File: config.mk
export PLATFORM = sky130hd
export DESIGN_NAME = bus_demux_fifo
export DESIGN_NICKNAME = d
export VERILOG_FILES = /design/src/rtl/bus_demux_fifo.sv
export SDC_FILE = /design/constraint.sdc
export NUM_CORES = 1
export LEC_CHECK = 0
export CAP_MARGIN = 20
export CORE_MARGIN = 2
export CORE_UTILIZATION = 30
export CTS_CLUSTER_DIAMETER = 30
export DETAILED_ROUTE_END_ITERATION = 12
export GPL_ROUTABILITY_DRIVEN = 0
export GPL_TIMING_DRIVEN = 0
export PLACE_DENSITY = 0.58
export SLEW_MARGIN = 20
export SYNTH_ARGS = -nofsm -noshare
export SYNTH_HDL_FRONTEND = slang
export SYNTH_SLANG_ARGS = --single-unit
File: constraint.sdc
create_clock -name clk -period 1.6 [get_ports clk]
set_clock_uncertainty 0.2 [all_clocks]
set_input_delay 0.16 -clock clk [delete_from_list [all_inputs] [get_ports clk]]
set_output_delay 0.16 -clock clk [all_outputs]
set_load 0.05 [all_outputs]
File: src/rtl/bus_demux_fifo.sv
// bus_demux_fifo: routes one valid/ready source stream to two independent
// 2-entry FIFO channels (A when in_sel=0, B when in_sel=1).
// Optional feature: define BUS_DEMUX_FIFO_CNT_EN to add 8-bit per-channel
// output-transfer counters on ports a_cnt / b_cnt.
module bus_demux_fifo #(
    parameter int WIDTH = 4
) (
    input  logic             clk,
    input  logic             rst_n,
    input  logic [WIDTH-1:0] in_data,
    input  logic             in_sel,
    input  logic             in_valid,
    output logic             in_ready,
    output logic [WIDTH-1:0] a_data,
    output logic             a_valid,
    input  logic             a_ready,
    output logic [WIDTH-1:0] b_data,
    output logic             b_valid,
    input  logic             b_ready
`ifdef BUS_DEMUX_FIFO_CNT_EN
    ,
    output logic [7:0]       a_cnt,
    output logic [7:0]       b_cnt
`endif
);

    localparam int CH_A = 0;
    localparam int CH_B = 1;

    // Per-channel storage and bookkeeping, indexed [channel].
    logic [WIDTH-1:0] r_mem   [2][2];
    logic [1:0]       r_count [2];
    logic             r_wptr  [2];
    logic             r_rptr  [2];

    logic [1:0] w_has_room;
    logic [1:0] w_push;
    logic [1:0] w_pop;

    // Accept decision looks only at the selected channel's registered count,
    // so a same-cycle pop never makes a full channel ready.
    always_comb begin
        // NOTE: every signal driven here gets a default first so no latch is inferred.
        w_has_room = 2'b00;
        w_push     = 2'b00;
        w_pop      = 2'b00;
        in_ready   = 1'b0;

        w_has_room[CH_A] = (r_count[CH_A] < 2'd2);
        w_has_room[CH_B] = (r_count[CH_B] < 2'd2);
        in_ready         = rst_n & (in_sel ? w_has_room[CH_B] : w_has_room[CH_A]);

        w_push[CH_A] = in_valid & in_ready & ~in_sel;
        w_push[CH_B] = in_valid & in_ready &  in_sel;
        w_pop[CH_A]  = a_valid & a_ready;
        w_pop[CH_B]  = b_valid & b_ready;
    end

    // Outputs come straight from registers; no path from the in_* ports.
    assign a_valid = (r_count[CH_A] != 2'd0);
    assign b_valid = (r_count[CH_B] != 2'd0);
    assign a_data  = r_mem[CH_A][r_rptr[CH_A]];
    assign b_data  = r_mem[CH_B][r_rptr[CH_B]];

    // FIFO state per channel: write on push, advance read on pop, track count.
    always_ff @(posedge clk or negedge rst_n) begin
        if (!rst_n) begin
            for (int ch = 0; ch < 2; ch++) begin
                // NOTE: the storage is reset as well so head data reads 0 during reset.
                r_mem[ch][0] <= '0;
                r_mem[ch][1] <= '0;
                r_count[ch]  <= 2'd0;
                r_wptr[ch]   <= 1'b0;
                r_rptr[ch]   <= 1'b0;
            end
        end else begin
            for (int ch = 0; ch < 2; ch++) begin
                // NOTE: non-blocking assignments keep every register update on the same edge.
                if (w_push[ch]) begin
                    r_mem[ch][r_wptr[ch]] <= in_data;
                    r_wptr[ch]            <= ~r_wptr[ch];
                end
                if (w_pop[ch]) begin
                    r_rptr[ch] <= ~r_rptr[ch];
                end
                case ({w_push[ch], w_pop[ch]})
                    2'b10:   r_count[ch] <= r_count[ch] + 2'd1;
                    2'b01:   r_count[ch] <= r_count[ch] - 2'd1;
                    default: r_count[ch] <= r_count[ch];
                endcase
            end
        end
    end

`ifdef BUS_DEMUX_FIFO_CNT_EN
    logic [7:0] r_a_cnt;
    logic [7:0] r_b_cnt;

    // Output-transfer counters, wrapping naturally at 255 -> 0.
    always_ff @(posedge clk or negedge rst_n) begin
        if (!rst_n) begin
            r_a_cnt <= 8'd0;
            r_b_cnt <= 8'd0;
        end else begin
            if (w_pop[CH_A]) r_a_cnt <= r_a_cnt + 8'd1;
            if (w_pop[CH_B]) r_b_cnt <= r_b_cnt + 8'd1;
        end
    end

    assign a_cnt = r_a_cnt;
    assign b_cnt = r_b_cnt;
`endif

endmodule

Yosys cells after proc, flatten, opt, wreduce, memory -nomap -nowiden --
Cells that the tools add are included.
Word-level totals: register bits after elaboration 24, input port bits 10, output and inout port bits 11, logic and storage cells 62
Operators by class: add/sub/neg operators 4, $lt $le $gt $ge 8, eq/ne operators 4, mux-type cells 15, bitwise gates (word level) 15, reductions and logical operators 6
Operators with widths (count):
- 4-bit two-way mux | 8
- 8-bit bitwise mux | 2
- 4-bit demux with 1-bit select | 2
- 2-bit >= comparator (second input constant) | 4
- 1-bit inverter with 2-bit output | 4
- 2-bit one-hot mux with 2 select lines | 2
- 2-bit nonzero test | 4
- 1-bit AND | 6
- 1-bit inverter | 5
- 2-bit by 1-bit adder with 2-bit output (second input constant) | 2
- 2-bit by 1-bit == test with 1-bit output (second input constant) | 2
- 2-bit == test (second input constant) | 2
- 2-bit by 1-bit < comparator with 1-bit output (second input constant) | 2
- 2-bit < comparator (second input constant) | 2
- 2-bit by 1-bit subtractor with 2-bit output (second input constant) | 2
- 1-bit logical AND | 2
- 1-bit two-way mux | 1

Longest topological paths before layout --
Gate-level depths: netlist (run 1).
word-level depth 7, depth in mapped cells 6, depth with buffers taken out 6

Least setup slack after synthesis (run 1) --
Ideal clock, no wire load.
kind register -> register, from reg r_count[3] (netlist bit), to reg r_count[3] (netlist bit), setup time 0.079 ns, data arrival time 1.619 ns, data required time 1.321 ns, setup slack -0.298 ns, cell stages (with the launch flop) 6, path buffers 0, clock period less this slack 1.898 ns, cell sequence dfrtp_1 -> or2_2 -> and2_1 -> ha_1 -> nor2_1 -> xor2_1
On the way: elaborated cells between the ends (all ways) 13, those cells by class 2 x add/sub; 1 x order compare; 2 x eq/ne; 2 x mux; 4 x bitwise; 2 x reduce/logical
RTL lines:
- start: declaration | RTL line 32 | logic [1:0] r_count [2];
- start signal: indexed assignment | RTL line 87 | 2'b10: r_count[ch] <= r_count[ch] + 2'd1;
- start signal: indexed assignment | RTL line 88 | 2'b01: r_count[ch] <= r_count[ch] - 2'd1;
- start signal: indexed assignment | RTL line 89 | default: r_count[ch] <= r_count[ch];
- 2-bit nonzero test * | RTL line 60 | assign a_valid = (r_count[CH_A] != 2'd0);
- net a_valid | RTL line 15 | output logic a_valid,
- 1-bit AND * | RTL line 55 | w_pop[CH_A] = a_valid & a_ready;
- net w_pop[0] | RTL line 38 | logic [1:0] w_pop;
- 2-bit by 1-bit == test with 1-bit output / 2-bit == test (equally long branches) | RTL line 86 | case ({w_push[ch], w_pop[ch]})
- 2-bit one-hot mux with 2 select lines / 2-bit nonzero test (equally long branches)
The timed path passes the listed nets; every way through them passes the cells marked *. A chain may end at the register's enable or synchronous reset.

Worst setup path after layout (run 1) --
from reg r_count[1] (netlist bit), to reg r_mem[2] (netlist bit)
On the way: word-level cells in the longest chain between the ends 5
Ends and longest elaborated chain:
- 2-bit < comparator | RTL line 50 | w_has_room[CH_B] = (r_count[CH_B] < 2'd2);
- 1-bit two-way mux | RTL line 51 | in_ready = rst_n & (in_sel ? w_has_room[CH_B] : w_has_room[CH_A]);
- 1-bit AND | RTL line 51
- 1-bit AND (2 in a row) | RTL line 54 | w_push[CH_B] = in_valid & in_ready & in_sel;
- end signal: indexed assignment | RTL line 80 | r_mem[ch][r_wptr[ch]] <= in_data;
- end: declaration | RTL line 31 | logic [WIDTH-1:0] r_mem [2][2];
Every way passes these cells.

==> impl_metrics.ini, run 1 <==
[run_status]
status = finished, violations left
violations = setup timing

[clock_tree]
clk_pin_slew_ns = 0.08
clock_path_buffers = 2
cts_tree = built
clkSinkCount = 24
clock_latency_ns = 0.26
cts_root_buf = clkbuf_8
htreeDepth = 1
cts_made_buffers = 3

[sta]
fmax_ghz = 0.6059
fin_crit_sh_pct = 103.2
drv_slew = 0
maxSlewHeadroom_pct = 83.43
tightest_slew_ns = 0.2502
setup_viol = 6
fin_ws_ns = -0.05053
fin_crit_ns = 1.651
hold_viol = 0
rsz0062_at_grt = true

[worst_setup_path]
r2r_slack_ns = -0.05
cp_slowest_cell = dfrtp_1
cp_slowest_stage_delay_ns = 0.41
cp-start-kind = register
worstPathRequired_ns = 1.55
cp_max_fo = 4
crit_chain = nand4b_4, or2_0, buf_4, mux2_4
worstRegToRegCells = 4
r2r-end = r_mem[2]
cp_data_arrival_time_ns = 1.60
timing.rr.start = r_count[1]
worstSetupPathType = register to register
endpoint_kind = register

[yosys]
synth_edf_count = 0
avgSynthCellArea_um2 = 14.73
synthSimpleGateAreaFrac_pct = 8.824
ys.flop_type = dfrtp_1
synth-async-reset-ratio_pct = 100.0
yosys.area.top_type = dfrtp_1
synth_xor_area_share_pct = 7.625
seq_area_frac_synth_pct = 52.29
yosysMostFrequentCell = dfrtp_1
synth_area_leaders = dfrtp_1, mux2_2, mux2_4, xnor2_1, xor2_1
synth_top_family_by_area = multiplexers
ys_types = 17
synth-compound-area-share_pct = 0
yosysWarnings = 0
ys_seq_elements = 24
synth_fa_ha_area_share_pct = 2.179
synth_fp_nets = 90
synth_mux_area_share_pct = 27.02
yosys-top-cells-count = dfrtp_1, mux2_2, mux2_4, xnor2_1
synthesis.area_um2 = 1149
syn_inst = 78
synth_top_area_share_pct = 52.29

[global_route]
grt_usage_pct = 10.93
grt_first_pass_wirelength_um = 3588
gr-total-overflow = 0
antenna_found_initial = 0
grt_max_degree = 25
grt_pass1_vias = 758

[finish]
n_antenna_cell = 0
layout.nets = 126
synthToLayoutAreaGrowth_pct = 44.99
layout-drive-gt1-share_pct = 59.29
utilization_pct = 45.49
fill_cells = 338
stdcell_count = 161

[floorplan]
rows = 22
die_area_um2 = 4340
core_um2 = 3661
io_pins = 21
initial_utilization_pct = 31.37
die_y_um = 65.88
die_x_um = 65.88

[drt]
ant_nets = 0
drcViolationCount = 0
drt_iter0_drc = 10
via_per_inst = 4.366
drtPass1Iterations = 2
avgRoutedWirePerCell_um = 12.73
drt_wl_total_um = 2050
vias = 703

[placement]
portBuffers = 20
dp_cells = 146
dpl.hpwl_um = 1421
pre_cts_slack_ns = -0.5478

[power_and_ir_drop]
vdd_drop_max_mv = 0.8742
p_leak_nw = 0.7805
power_density_nw_per_um2 = 2316
finalPower_mw = 3.856

[min_path]
worstHoldPathCells = 3
hp-start = rst_n
min_to = r_wptr[1]
hp-class = primary input to register

[run]
maxCapViolCount = 0
[placed cells by master (no fill, tap or decap), types with 3 or more instances in the layout]
cell,count
buf_4,11
mux2_2,8
xor2_1,4
clkbuf_8,4
buf_6,10
clkdlybuf4s50_1,7
mux2_4,16
dfrtp_1,22
or2_4,3
xnor2_1,4
[logic make-up after synthesis]
family                     Yosys count
xor gates and xnor gates            10
muxes                               25
adders and majority gates            2
and+or+nand+nor                     13
buffers and inverters                4
DFF                                 24
[final cells by class]
| cell class | count | area [um^2] | share of cell area, % |
|---|---|---|---|
| plain buffers | 1 | 7.507 | 0.4508 |
| clock buffers | 4 | 55.05 | 3.306 |
| repair buffers | 32 | 306.5 | 18.41 |
| multi-input cells | 50 | 625.6 | 37.57 |
| inverters | 2 | 7.507 | 0.4508 |
| flip-flops and latches | 24 | 603.1 | 36.21 |
| well taps | 48 | 60.06 | 3.606 |
[timing repair]
| action | 4_1_cts | 5_1_grt |
|---|---|---|
| pin swaps | 6 | 1 |
| setup endpoints to repair | 29 | 27 |
| endpoints found under the hold margin | 24 | 0 |
| setup buffers | 8 | 2 |
| gates resized for setup | 82 | 12 |
| hold buffers | 2 | 0 |
[layer usage]
| layer | track usage (%) | routed length, um |
|---|---|---|
| met5 | 0 | 0 |
| met4 | 3.125 | 6 |
| met3 | 2.215 | 86 |
| met2 | 16.67 | 969 |
| met1 | 15.64 | 988 |
[where the power goes]
group,switching (mW),internal (mW),leakage [nW],total [mW]
sequential,0.254,0.922,0.286,1.18
clock,0.183,0.219,0.0288,0.402
combinational,1.09,1.19,0.465,2.28
[flip-flops by register name (all words and copies together), names as in the netlist]
signal	flops
r_count	4
r_rptr	2
r_wptr	2
r_mem	16
[worst max-delay path by stage]
stage	slack, ns	endpoint	from
3_5_place_dp	-0.55	in_ready	in_sel
4_1_cts	-0.04	r_count[3]	r_count[2]
3_3_place_gp	-1.40	r_mem[7]	rst_n
2_1_floorplan	-0.11	r_count[3]	r_count[2]
5_1_grt	-0.12	r_mem[2]	r_count[1]
6_report	-0.05	r_mem[2]	r_count[1]
[critical path: cells and delay by family, from the launching register on]
kind                   cells  cell delay (ns)
buffers and inverters      1             0.16
flip-flops                 1             0.41
multiplexers               1             0.29
AND/OR/NAND/NOR            2             0.48
[through the flow]
| step | area [um^2] | TNS (ns) | hold WS [ns] |
|---|---|---|---|
| 2_1_floorplan | 1184 | -0.4143 | -0.3356 |
| 3_3_place_gp | 1444 | -36.85 | 0.2812 |
| 3_5_place_dp | 1439 | -10.70 | 0.01870 |
| 4_1_cts | 1604 | -0.2031 | 0.05919 |
| 5_1_grt | 1665 | -1.052 | 0.05756 |
| 6_report | 1665 | -0.2525 | 0.06132 |
(Power assumes the default switching activity.)
==> inputs of run 2 (changes only) <==
CELL_PAD_IN_SITES_DETAIL_PLACEMENT = 0   (was default)
CELL_PAD_IN_SITES_GLOBAL_PLACEMENT = 1   (was default)
CORE_UTILIZATION = 37   (was 30)
PLACE_DENSITY = 0.79   (was 0.58)
==> impl_metrics.ini, run 2 (synthesis gave the netlist of run 1 again) <==
[finish]
final_common_cell = dfrtp_1
synthToLayoutAreaGrowth_pct = 40.96
largest_reg_flops = 16
n_antenna_cell = 0
final_cell_mix = dfrtp_1, mux2_4, buf_4
layout.nets = 126
layout-drive-gt1-share_pct = 58.04
stdcell_count = 145
fill_cells = 264
regMostFlops = r_mem
top_regs = r_mem: 16 flops, r_count: 4 flops

[placement]
portBuffers = 20
dp_cells = 131
dpl.hpwl_um = 1490

[clock_tree]
clkSinkCount = 24
clk_pin_slew_ns = 0.13
clock_latency_ns = 0.31
htreeDepth = 1
cts_made_buffers = 3
cts_root_buf = clkbuf_4
cts_tree = built
clock_path_buffers = 2

[power_and_ir_drop]
finalPower_mw = 3.704
p_leak_nw = 0.7644
vdd_drop_max_mv = 1.013
power_density_nw_per_um2 = 2288

[floorplan]
die_y_um = 59.72
initial_utilization_pct = 38.25
die_area_um2 = 3566
die_x_um = 59.72
rows = 20
io_pins = 21
core_um2 = 3003

[worst_setup_path]
cp_slowest_cell = dfrtp_1
crit_chain = or2_4, and2_4, ha_4, xnor2_2, nor2_1, xor2_1
timing.rr.start = r_count[1]
worstSetupPathType = register to register
cp_data_arrival_time_ns = 1.70
cp-start-kind = register
r2r_slack_ns = -0.06
cp_slowest_stage_delay_ns = 0.43
crit_start = r_count[1]
endpoint_kind = register
cpLargestDelayFamily = simple AND/OR/NAND/NOR gates
critPathBufInv = 0
worstPathRequired_ns = 1.64
cp_max_fo = 4

[global_route]
grt_usage_pct = 13.88
gr-total-overflow = 0
grt_max_degree = 28
grt_first_pass_wirelength_um = 3608
grt_pass1_vias = 752
antenna_found_initial = 0

[drt]
avgRoutedWirePerCell_um = 14.79
via_per_inst = 4.855
drtPass1Iterations = 2
drcViolationCount = 0
drt_iter0_drc = 1
vias = 704
drt_wl_total_um = 2144
ant_nets = 0

[sta]
maxSlewHeadroom_pct = 83.22
fin_crit_ns = 1.663
hold_viol = 0
fmax_ghz = 0.6012
setup_viol = 22
fin_crit_sh_pct = 104.0
whs_ns = 0.1119
fin_ws_ns = -0.06326
tightest_slew_ns = 0.2534
drv_slew = 0
rsz0062_at_grt = true

[min_path]
hp-class = primary input to register
hp-start = rst_n

[run]
maxCapViolCount = 0

[run_status]
status = finished, violations left
violations = setup timing
[run 2: changes by cell type in the layout (fill, tap and decap cells not counted), sizes merged]
cell	before	now
buf	24	23
[run 2: worst paths after layout]
check,to,cells past startpoint
max in group asynchronous,r_rptr[0],3
hold / removal,r_wptr[1],4
min in group asynchronous,r_mem[9],3
setup / recovery,r_count[1],6
hold reg to reg,r_mem[7],1
setup reg to reg,r_count[1],6
[run 2: timing repair]
item | CTS | global route
gates resized for setup | 86 | 9
hold endpoints to repair | 24 | 24
setup endpoints to repair | 29 | 28
buffers inserted | 6 | 3
pin swaps | 4 | 2
[run 2: where the power goes]
part	internal [mW]	switching, mW	total (mW)
combinational	1.17	1.09	2.26
clock	0.0880	0.174	0.262
sequential	0.920	0.264	1.18
total	2.17	1.53	3.70
[run 2: cell type report]
type / count / area, um^2 / area share, %
plain buffers: 2 / 18.77 / 1.159
clock buffers: 3 / 22.52 / 1.391
inverters: 2 / 7.507 / 0.4637
multi-input cells: 50 / 628.1 / 38.79
flip-flops and latches: 24 / 603.1 / 37.25
well taps: 33 / 41.29 / 2.550
repair buffers: 31 / 297.8 / 18.39
[run 2: worst register-to-register path, cell delays in order (launching register included)]
cell	delay [ns]
dfrtp_1	0.43
or2_4	0.24
and2_4	0.15
ha_4	0.16
xnor2_2	0.12
nor2_1	0.13
xor2_1	0.16
[run 2: through the flow]
stage	area, um^2	setup TNS (ns)	setup slack (ns)	utilization [%]
CTS	1533	-1.429	-0.1120	51.04
floorplan	1184	-0.4143	-0.1092	-
global route	1619	-2.364	-0.1424	53.92
detailed placement	1420	-10.79	-0.5706	47.29
global placement	1425	-35.08	-1.352	47.46
finish	1619	-0.9947	-0.06326	53.92
[run 2: layer usage]
metal	vias to the layer above	global-route usage, %	wire length (um)
li1	335	-	-
met3	2	2.597	92
met4	0	5.714	8
met1	352	17.61	915
met5	-	0	0
met2	15	23.14	1126
==> inputs of run 3 (changes only) <==
ABC_AREA = 1   (was default)
CORE_UTILIZATION = 34   (was 37)
PLACE_DENSITY = 0.8   (was 0.79)
SKIP_CTS_REPAIR_TIMING = 1   (was default)
==> impl_metrics.ini, run 3 <==
[global_route]
antenna_found_initial = 0
grt_first_pass_wirelength_um = 4174
grt_pass1_vias = 932
grt_usage_pct = 13.54
gr-total-overflow = 0
grt_max_degree = 27

[finish]
utilization_pct = 48.03
layout.nets = 184
top_regs = r_mem: 16 flops, r_count: 4 flops
fin_area_um2 = 1590
fill_cells = 358
final_cell_mix = nand2_1, dfrtp_1, nand3_1
final_common_cell = nand2_1
largest_reg_flops = 16
n_antenna_cell = 0
layout-drive-gt1-share_pct = 27.49
seq_area_um2 = 601.8
multi_input_area_um2 = 573.1
regMostFlops = r_mem
synthToLayoutAreaGrowth_pct = 37.26
stdcell_count = 217

[sta]
fin_ws_ns = -0.1092
rsz0062_at_grt = true
setup_viol = 5
maxSlewHeadroom_pct = 60.54
fin_crit_sh_pct = 106.8
whs_ns = -0.3729
setup-tns-final_ns = -0.3463
hold_viol = 24
tightest_slew_ns = 0.5919
fin_crit_ns = 1.709
drv_slew = 0
fmax_ghz = 0.5851

[placement]
placed_area_um2 = 1453
dpl.hpwl_um = 1847
portBuffers = 20
pre_cts_slack_ns = -0.8092
dp_cells = 204

[drt]
ant_nets = 0
via_per_inst = 4.724
drcViolationCount = 0
drtPass1Iterations = 4
avgRoutedWirePerCell_um = 11.93
vias = 1025
drt_iter0_drc = 58
drt_wl_total_um = 2589

[yosys]
yosysWarnings = 0
yosys.area.top_type = dfrtp_1
seq_area_frac_synth_pct = 51.84
synth-async-reset-ratio_pct = 100.0
yosysMostFrequentCell = nand2_1
avgSynthCellArea_um2 = 8.396
synth_top_area_share_pct = 51.84
synthesis.area_um2 = 1159
synth_fp_nets = 150
yosys-top-cells-count = nand2_1, dfrtp_1, nand3_1, inv_1, nand4_1
ys.flop_type = dfrtp_1
synth_area_leaders = dfrtp_1, nand2_1, nand3_1, nor2_4, inv_1
ys_seq_elements = 24
syn_inst = 138
synth_edf_count = 0
ys_types = 16

[clock_tree]
clkSinkCount = 24
clk_pin_slew_ns = 0.14
clock_latency_ns = 0.32
cts_made_buffers = 3
clock_path_buffers = 2
htreeDepth = 1
cts_root_buf = clkbuf_4
cts_tree = built

[floorplan]
die_area_um2 = 3891
initial_utilization_pct = 35.00
die_y_um = 62.38
die_x_um = 62.38
rows = 21
core_um2 = 3311
io_pins = 21

[worst_setup_path]
cp_max_fo = 4
endpoint_kind = register
cp_data_arrival_time_ns = 1.75
worstRegToRegCells = 8
crit_start = r_count[1]
cp-start-kind = register
cp_slowest_stage_delay_ns = 0.43
worstSetupPathType = register to register
timing.rr.start = r_count[1]
crit_chain = nand2_2, nand4_4, nor2_4, inv_2, ha_4, a21oi_2, o21ai_1, xnor2_1
worstPathRequired_ns = 1.64
cp_slowest_cell = dfrtp_1

[run_status]
violations = hold timing, setup timing
status = finished, violations left

[power_and_ir_drop]
vdd_drop_max_mv = 0.7873
power_density_nw_per_um2 = 2219
p_leak_nw = 0.8115
finalPower_mw = 3.529

[min_path]
hp-class = primary input to asynchronous set/reset pin

[run]
maxCapViolCount = 0
## run 3: worst paths after layout
kind                              end  slack, ns
min in group clk            r_wptr[1]       0.16
hold / removal              r_rptr[0]      -0.37
hold reg to reg             r_mem[12]       0.30
setup reg to reg           r_count[1]      -0.11
setup / recovery           r_count[1]      -0.11
max in group asynchronous   r_rptr[0]       1.16
## run 3: final cells by class
class,count,area share [%]
sequential,24,37.84
multi-input combinational,104,36.03
timing repair buffer,29,16.84
tap,46,3.619
inverter,10,2.360
clock inverter,1,1.888
clock buffer,3,1.416
## run 3: critical path: cells and delay by family, from the launching register on
family | cells | cell delay [ns]
flip-flops | 1 | 0.43
adder cells (fa/ha/maj) | 1 | 0.22
XOR/XNOR | 1 | 0.17
AND/OR/NAND/NOR | 3 | 0.38
AO/OA/AOI/OAI | 2 | 0.17
buffers and inverters | 1 | 0.07
## run 3: power breakdown
group	total (mW)	switching (mW)	internal [mW]
Sequential	1.14	0.242	0.895
Combinational	1.95	1.18	0.768
Clock	0.442	0.189	0.253
## run 3: logic make-up (layout without fill, tap and decap cells)
kind of cell | Yosys count | in the layout | synth area share (%)
xor gates and xnor gates | 6 | 6 | 4.536
adders and majority gates | 2 | 2 | 2.159
buffers and inverters | 10 | 43 | 3.240
AOI/OAI and AO/OA | 4 | 4 | 1.728
DFF | 24 | 24 | 51.84
and+or+nand+nor | 92 | 92 | 36.50
## run 3: metal layers
| metal | routed length [um] | part of all wire, % | GRT usage [%] |
|---|---|---|---|
| met5 | 0 | 0 | 0 |
| met4 | 15 | 0.58 | 5.000 |
| met3 | 110 | 4.2 | 2.523 |
| met2 | 1202 | 46 | 20.38 |
| met1 | 1261 | 49 | 19.51 |
